$ cat src/rtl/io_pio_input.sv
// Debounced parallel input port with per-pin edge capture and a
// level interrupt, behind a small word-addressed register file.
module io_pio_input #(
  parameter int WIDTH    = 8,
  parameter int DEBOUNCE = 16
) (
  input  logic             clk,
  input  logic             reset,
  input  logic [7:0]       addr,
  input  logic [31:0]      datain,
  input  logic             we,
  output logic [31:0]      dataout,
  input  logic [WIDTH-1:0] pio,
  output logic             irq
);

  localparam logic [15:0] CntMax = 16'(DEBOUNCE - 1);

  logic [WIDTH-1:0] sync1_q, sync2_q;
  logic [WIDTH-1:0] stable_q, stable_d;
  logic [15:0]      cnt_q [WIDTH];
  logic [15:0]      cnt_d [WIDTH];
  logic [WIDTH-1:0] edge_q, edge_d;
  logic [WIDTH-1:0] mask_q, mask_d;
  logic [WIDTH-1:0] rise_q, rise_d;
  logic [WIDTH-1:0] fall_q, fall_d;

  logic [5:0]       word;
  logic [WIDTH-1:0] wdata;
  logic [WIDTH-1:0] set;
  logic [WIDTH-1:0] clr;
  logic             unused_bits;

  assign word        = addr[7:2];
  assign wdata       = datain[WIDTH-1:0];
  assign unused_bits = ^{addr[1:0], datain};

  // A pin flips only after DEBOUNCE consecutive edges disagreeing.
  always_comb begin
    stable_d = stable_q;
    for (int i = 0; i < WIDTH; i++) begin
      cnt_d[i] = cnt_q[i];
      if (sync2_q[i] == stable_q[i]) begin
        cnt_d[i] = '0;
      end else if (cnt_q[i] == CntMax) begin
        stable_d[i] = sync2_q[i];
        cnt_d[i]    = '0;
      end else begin
        cnt_d[i] = cnt_q[i] + 16'd1;
      end
    end
  end

  always_comb begin
    set    = (rise_q & stable_d & ~stable_q)
           | (fall_q & ~stable_d & stable_q);
    clr    = '0;
    mask_d = mask_q;
    rise_d = rise_q;
    fall_d = fall_q;
    if (we) begin
      unique case (word)
        6'd1:    clr    = wdata;
        6'd2:    mask_d = wdata;
        6'd3:    rise_d = wdata;
        6'd4:    fall_d = wdata;
        default: ;
      endcase
    end
    // A new event beats a same-cycle clear.
    edge_d = (edge_q & ~clr) | set;
  end

  always_ff @(posedge clk or posedge reset) begin
    if (reset) begin
      sync1_q  <= '0;
      sync2_q  <= '0;
      stable_q <= '0;
      edge_q   <= '0;
      mask_q   <= '0;
      rise_q   <= '0;
      fall_q   <= '0;
      for (int i = 0; i < WIDTH; i++) cnt_q[i] <= '0;
    end else begin
      sync1_q  <= pio;
      sync2_q  <= sync1_q;
      stable_q <= stable_d;
      edge_q   <= edge_d;
      mask_q   <= mask_d;
      rise_q   <= rise_d;
      fall_q   <= fall_d;
      for (int i = 0; i < WIDTH; i++) cnt_q[i] <= cnt_d[i];
    end
  end

  always_comb begin
    dataout = '0;
    unique case (word)
      6'd0:    dataout = 32'(stable_q);
      6'd1:    dataout = 32'(edge_q);
      6'd2:    dataout = 32'(mask_q);
      6'd3:    dataout = 32'(rise_q);
      6'd4:    dataout = 32'(fall_q);
      default: dataout = '0;
    endcase
  end

  assign irq = |(edge_q & mask_q);

endmodule

$ cat config.mk
export PLATFORM = sky130hd
export DESIGN_NAME = io_pio_input
export DESIGN_NICKNAME = d
export VERILOG_FILES = /design/src/rtl/io_pio_input.sv
export SDC_FILE = /design/constraint.sdc
export NUM_CORES = 1
export LEC_CHECK = 0
export CAP_MARGIN = 20
export CORE_AREA = 4 4 146 113
export CTS_BUF_LIST = sky130_fd_sc_hd__clkbuf_8
export DETAILED_ROUTE_END_ITERATION = 8
export DIE_AREA = 0 0 150 117
export PLACE_DENSITY_LB_ADDON = 0.3
export RECOVER_POWER = 50
export SLEW_MARGIN = 20
export SYNTH_ARGS = -nofsm -noshare
export SYNTH_HDL_FRONTEND = slang
export SYNTH_SLANG_ARGS = --single-unit
$ cat constraint.sdc
create_clock -name clk -period 8.9 [get_ports clk]
set_input_delay 1.78 -clock clk [delete_from_list [all_inputs] [get_ports clk]]
set_output_delay 1.78 -clock clk [all_outputs]
set_load 0.01 [all_outputs]
# [Word level (Yosys, flattened, before mapping)]
# Index checks and enable logic that the tools add are counted.
[classes] bitwise_logic=11 mux=35 n_addsub=8 n_reduce_logical=5 n_eq_ne=20
[op_table] op="$mux 16" n=16
[op_table] op="$add 16x1->16 const B" n=8
[op_table] op="$eq 16x4->1 const B" n=8
[op_table] op="$and 8x8->8" n=6
[op_table] op="$pmux 8 s5" n=1
[op_table] op="$not 8->8" n=3
[op_table] op="$mux 1" n=16
[op_table] op="$mux 8" n=2
[op_table] op="$or 8x8->8" n=2
[op_table] op="$eq 6x2->1 const B" n=2
[op_table] op="$eq 1x1->1" n=8
[op_table] op="$reduce_or 8->1" n=1
[op_table] op="$eq 6x1->1 const B" n=1
[op_table] op="$eq 6x3->1 const B" n=1
[op_table] op="$logic_not 6->1" n=1
[op_table] op="$reduce_and 2->1" n=3
[totals] output_inout_bits=33 register_bits=184 inputBits=51 elab_cells=94

# [Depth between registers and ports, before layout]
# Gate-level depths: netlist of the first run.
[logic_depth] word_depth=8 ltp_mapped=6 mapped_depth_nobuf=5

# [Worst setup path after synthesis of the first run]
# Ideal clock, no wire load.
[synth_path] path_type="input-to-output" start="input port addr[7]" end="output port dataout[0]" path_slack_ns=4.053 t_arrival_ns=3.067 required_time_ns=7.120 path_stages=3 path_buffers=0 cell_sequence="or4_4 nor3_1 a221o_2"
[synth_between] elab_chain_len=2 word_cells_on_any_way=6 cone_classes="eq/ne: 4; mux: 1; reduce/logical: 1"
[synth_lines] item="start: declaration" line="9" rtl="input logic [7:0] addr,"
[synth_lines] item="$eq 6x3->1 (tied with other cells)" line="98" rtl="unique case (word)"
[synth_lines] item="$pmux 8 s5 (*)" line="98"
[synth_lines] item="end: declaration" line="12" rtl="output logic [31:0] dataout,"
# Mark *: on every way between the ends. The rest lies on a longest branch, timed or not.

# [Worst setup path in the final report of the first run]
[layout_path] start="input port addr[7]" end="output port dataout[3]"
# Same word-level chain as after synthesis.

==> impl_metrics.ini, run 1 <==
[clock_network]
postCtsSetupBuffers = 0
ctsHoldBuffers = 0
ctsResizeCount = 0
numClockSinks = 184
clock-root-buffer = clkbuf_8
cts_buffers = 17
clk_transition_reported_paths_ps = 90
cts_buffer_depth = 2
insertion_delay_ps = 460
cts_tree = done
htree_levels = 4

[logic_synthesis]
synth_warnings = 0
synthFlopType = dfrtp_1
synth.most_common_cell = dfrtp_1
yosys-top-cells-area = dfrtp_1 (52%), xnor2_1 (9.4%), nor2_1 (5.9%)
syn_area_mm2 = 0.00878
ys_ff_latch = 184
syn_avg_cell_area_um2 = 10.5
synth_top_area_frac = 0.524
netlist_instances = 840
synth_commonest_cells = dfrtp_1 (184), nor2_1 (139), xnor2_1 (94), nor4_1 (53), nor3_1 (41)
synth_cell_type_count = 38
yosysTopAreaCell = dfrtp_1
async_flop_share = 1.00
synth_edf_count = 0
seq_area_frac_synth = 0.524

[min_path]
hold_path_class = reg2reg

[detailed_routing]
vias = 6113
drt-total-wl_um = 16800
wire_per_inst_um = 15.3
ant_nets = 0
drt_pass1_iterations = 6
drc = 0
vias_per_cell = 5.57
drtIter0Drc = 320

[sta]
period_share = 0.720
hold_viol = 0
fin_skew_ps = 9.41
relSlewSlack = -2.09
drv_slew = 194
max_freq_mhz = 156
layout_min_cycle_time_ps = 6410
setup_violations = 0
worst_slew_pin_slew_ps = 4600
setup_tns_ps = 0
rsz0062_at_grt = false

[cells_and_area]
drive_gt1_frac = 0.0952
final_core_utilization = 0.641
area_growth_pct = 9.67
fin_nets = 939
diodes = 0

[setup_path]
path_cells = clkdlybuf4s50_1, or4_4, nor3_1, a221o_2, clkdlybuf4s50_1
cpPeakStageDelay_ps = 810
reg2reg_to = cnt_q[82]
cp_top_family = simple AND/OR/NAND/NOR gates
cp-start-kind = primary input
crit_top_cell = clkdlybuf4s50_1
crit_buf_inv = 2
worstRegToRegCells = 3
timing.critical_path.to = dataout[3]
r2r_slack_ps = 6640
worst_path_max_delay_cell = nor3_1
cp-end-kind = output port
reg2reg_from = stable_q[2]
worst-setup-path-type = in2out
critPathLaunch = addr[7]
crit_required_ps = 7120
cp_num_cells = 5
cp_data_arrival_time_ps = 4630
critPathMaxFanout = 11

[floorplanning]
row_count = 39
die_area_mm2 = 0.0176
num_io_pins = 84
die_h_um = 117
coreArea_mm2 = 0.0150
die_x_um = 150
initial_core_util = 0.584

[placed_design]
hpwl_um = 11500
place_congestion = 0.861
port-buffer-count = 33

[power]
ir_drop_mv = 0.0948
switching_share = 0.245
p_leak_nw = 3.93
intPower_mw = 1.19
comb_power_share = 0.068
clkPwrFrac = 0.366
p_per_area_mw_per_mm2 = 164
seqPwrFrac = 0.566
p_switching_uw = 388

[outcome]
violations = capacitance limit, slew limit
outcome = finished with violations

[grt]
grt_overflow = 0
antenna_found_initial = 0
grt_usage = 0.200
grt_pass1_wl_um = 28000
grt_pass1_vias = 5789
grt_max_degree = 109

[run]
cap_violations = 6
==> state kept, by name (all words and copies together) (netlist names) <==
register / count
cnt_q: 128
fall_q: 8
mask_q: 8
sync1_q: 8
sync2_q: 8
edge_q: 8
stable_q: 8
rise_q: 8
==> metal layers <==
layer  vias to the layer above  global-route usage  share of wire
li1                       2990                   -              -
met1                      2993               0.292           0.49
met2                       109               0.301           0.44
met3                        21              0.0485          0.049
met4                         0              0.0603          0.014
met5                         -                   0              0
==> cells by family after synthesis <==
kind of cell / Yosys count / synth area share
mux: 40 / 0.0501
compound gates: 48 / 0.0439
flops: 184 / 0.524
other cells: 1 / 0.000427
buf+inv: 67 / 0.0409
fa+ha+maj: 8 / 0.0114
simple gates: 381 / 0.218
xor+xnor: 111 / 0.111
==> per-stage QoR <==
step           total power [mW]  setup WS (ps)  instances  area (um^2)  hold WS, ps
2_1_floorplan             0.986           2120        863         8870          331
6_report                   1.58           2490       1098         9630          355
3_3_place_gp               1.02           2500       1065         9230          335
3_5_place_dp               1.02           2520       1065         9230          337
4_1_cts                    1.60           2510       1097         9640          358
5_1_grt                    1.65           2360       1098         9630          362
==> layout make-up <==
type                       count  area, um^2
multi-input combinational    612        3910
fill                        1248        5400
clock buffer                  17         234
clock inverter                15         176
tap                          205         256
sequential                   184        4600
inverter                      30         114
timing repair buffer          35         342
==> worst register-to-register path, stage by stage, from the launching register on <==
cell and delay [ps]:
dfrtp_1 420, nor2b_1 150, o21ai_0 1360, nor2_1 140
==> placed cells by master, fill, tap and decap left out, types with 15 or more instances in the layout <==
cell type | synthesis | routed
conb_1 | 1 | 24
nand3_1 | 39 | 39
nor2_1 | 139 | 139
clkdlybuf4s50_1 | 0 | 24
clkbuf_8 | 1 | 17
dfrtp_1 | 184 | 184
xor2_1 | 17 | 17
nor2b_1 | 15 | 15
nor3_1 | 41 | 41
nor4_1 | 53 | 53
xnor2_1 | 94 | 94
inv_1 | 29 | 29
nand2_1 | 37 | 37
mux2_2 | 32 | 32
nand4_1 | 31 | 31
==> power by group through the flow <==
stage | clock network, mW | logic, mW | registers (mW)
detailed placement | 0 | 0.110 | 0.910
global route | 0.629 | 0.121 | 0.899
floorplan | 0 | 0.0838 | 0.902
finish | 0.578 | 0.107 | 0.895
global placement | 0 | 0.107 | 0.909
CTS | 0.595 | 0.110 | 0.894
==> how the worst min path moves through the flow <==
stage	start	end	cells past startpoint
after floorplan	sync1_q[0]	sync2_q[0]	0
after global placement	sync1_q[7]	sync2_q[7]	0
after detailed placement	sync1_q[7]	sync2_q[7]	0
after CTS	sync1_q[7]	sync2_q[7]	0
after global routing	sync1_q[1]	sync2_q[1]	0
final	sync1_q[7]	sync2_q[7]	0
Power figures use the tool's default switching activity.
==> run 2: changes to the inputs <==
==> constraint.sdc (replaced) <==
create_clock -name clk -period 6.3 [get_ports clk]
set_input_delay 1.26 -clock clk [delete_from_list [all_inputs] [get_ports clk]]
set_output_delay 1.26 -clock clk [all_outputs]
set_load 0.01 [all_outputs]
==> run 2 against run 1 <==
  * Clock-buffer cell count is 3 higher
  * Critical path depth stayed put
  * Routed wire length is 2.9% lower
  * Utilization is 0.19 points lower
  * Flip-flop and latch count stayed put
  * Cell area is 0.30% lower
  * Critical path type unchanged
  * First-iteration DRC count is 44% higher
  * Global-route usage is 0.22 points lower
  * Die area stayed put
  * Power is 37% higher
  * Worst setup slack worse by 1300 ps
  * The flow still finishes with violations (capacitance limit, slew limit)
==> impl_metrics.ini, run 2 (synthesized netlist as in run 1, its figures left out) <==
[floorplanning]
die_x_um = 150
coreArea_mm2 = 0.0150
num_io_pins = 84
die_area_mm2 = 0.0176
row_count = 39
initial_core_util = 0.584
die_h_um = 117

[placed_design]
place_ws_ps = 1240
hpwl_um = 10900
post_dp_cell_area_mm2 = 0.00923
port-buffer-count = 33
place_congestion = 0.853

[power]
p_per_area_mw_per_mm2 = 226
ir_drop_mv = 0.159
p_leak_nw = 3.94

[sta]
fin_skew_ps = 10.0
layout_min_cycle_time_ps = 5090
drv_slew = 240
hold_viol = 0
fin_ws_ps = 1210
period_share = 0.808
worst_slew_pin_slew_ps = 2810
relSlewSlack = -0.874
setup_violations = 0
setup_tns_ps = 0
max_freq_mhz = 196
rsz0062_at_grt = false

[setup_path]
critPathMaxFanout = 14
cp-start-kind = primary input
crit_required_ps = 5040
r2r_slack_ps = 4090
cp-end-kind = output port
reg2reg_to = cnt_q[13]
worst-setup-path-type = in2out
reg2reg_from = stable_q[7]
cp_data_arrival_time_ps = 3830
worstRegToRegCells = 3

[detailed_routing]
wire_per_inst_um = 14.9
vias = 6048
drc = 0
ant_nets = 0
drtIter0Drc = 460
vias_per_cell = 5.51
drt_pass1_iterations = 4
drt-total-wl_um = 16300

[cells_and_area]
fill_cells = 1219
largest_register_ffs = 128
area_growth_pct = 9.34
diodes = 0
top_register = cnt_q
fin_nets = 939
finalInstanceArea_mm2 = 0.00960
mostFrequentLayoutCells = dfrtp_1 (184), nor2_1 (139), xnor2_1 (94), nor4_1 (53), nor3_1 (41)
layout_commonest_cell = dfrtp_1
drive_gt1_frac = 0.0952

[outcome]
violations = capacitance limit, slew limit
outcome = finished with violations

[min_path]
hold_path_depth = 0
min_to = sync2_q[7]
hold_path_class = reg2reg
min-delay-start = sync1_q[7]

[clock_network]
ctsHoldBuffers = 0
cts_buffers = 17
numClockSinks = 184
insertion_delay_ps = 460
postCtsSetupBuffers = 0
cts_tree = done
clock-root-buffer = clkbuf_8
ctsResizeCount = 0
cts_buffer_depth = 2
htree_levels = 4
clk_transition_reported_paths_ps = 90

[grt]
grt_overflow = 0
grt_max_degree = 138
antenna_found_initial = 0
grt_use_met1 = 0.295
top_usage_layer = met1
use_met2 = 0.289
grtUsageMet3 = 0.0450
grt_usage = 0.198
grt_pass1_wl_um = 27600
grt_pass1_vias = 5622

[run]
cap_violations = 7
run 2: cell types whose count changed in the layout (fill, tap and decap cells not counted), sizes merged:
cell	previous run	this run
clkinv	4	6
clkbuf	18	20
buf	1	2
clkinvlp	6	2
bufinv	3	1
inv	32	33
run 2: per-stage QoR:
step | cells | hold slack [ps] | util | power (mW)
6_report | 1098 | 356 | 0.639 | 2.17
5_1_grt | 1098 | 367 | 0.639 | 2.27
4_1_cts | 1098 | 357 | 0.639 | 2.19
3_5_place_dp | 1066 | 336 | 0.614 | 1.44
3_3_place_gp | 1066 | 334 | 0.614 | 1.44
2_1_floorplan | 863 | 331 | - | 1.39
run 2: area by class of cell:
class | count | area [um^2] | share of cell area
flip-flops and latches | 184 | 4600 | 0.479
multi-input cells | 612 | 3910 | 0.407
repair buffers | 35 | 345 | 0.0360
clock buffers | 20 | 275 | 0.0287
well taps | 205 | 256 | 0.0267
inverters | 30 | 116 | 0.0121
clock inverters | 12 | 100 | 0.0104
run 2: critical path: stages:
cell	delay [ps]
clkdlybuf4s50_1	950
nor2b_1	660
a22o_1	220
a221o_2	130
clkdlybuf4s50_1	600
run 2: how the worst max path moves through the flow:
stage | startpoint | end | slack, ps | cells after the start
finish | addr[2] | dataout[3] | 1210 | 5
global route | addr[2] | dataout[3] | 1040 | 5
CTS | addr[2] | dataout[3] | 1240 | 5
detailed placement | addr[2] | dataout[3] | 1240 | 5
global placement | addr[2] | dataout[3] | 1270 | 5
floorplan | reset | cnt_q[0] | 40 | 1
run 2: metal layers:
| metal | wire (um) | part of all wire | vias to the layer above |
|---|---|---|---|
| met5 | 0 | 0 | - |
| met4 | 219 | 0.013 | 0 |
| met3 | 739 | 0.045 | 16 |
| met2 | 7030 | 0.43 | 100 |
| met1 | 8330 | 0.51 | 2945 |
| li1 | - | - | 2987 |
run 2: where the power goes:
part	internal (mW)	leakage, nW	switching, mW
sequential	1.23	2.46	0.0375
combinational	0.0665	1.27	0.0850
clock	0.343	0.202	0.411
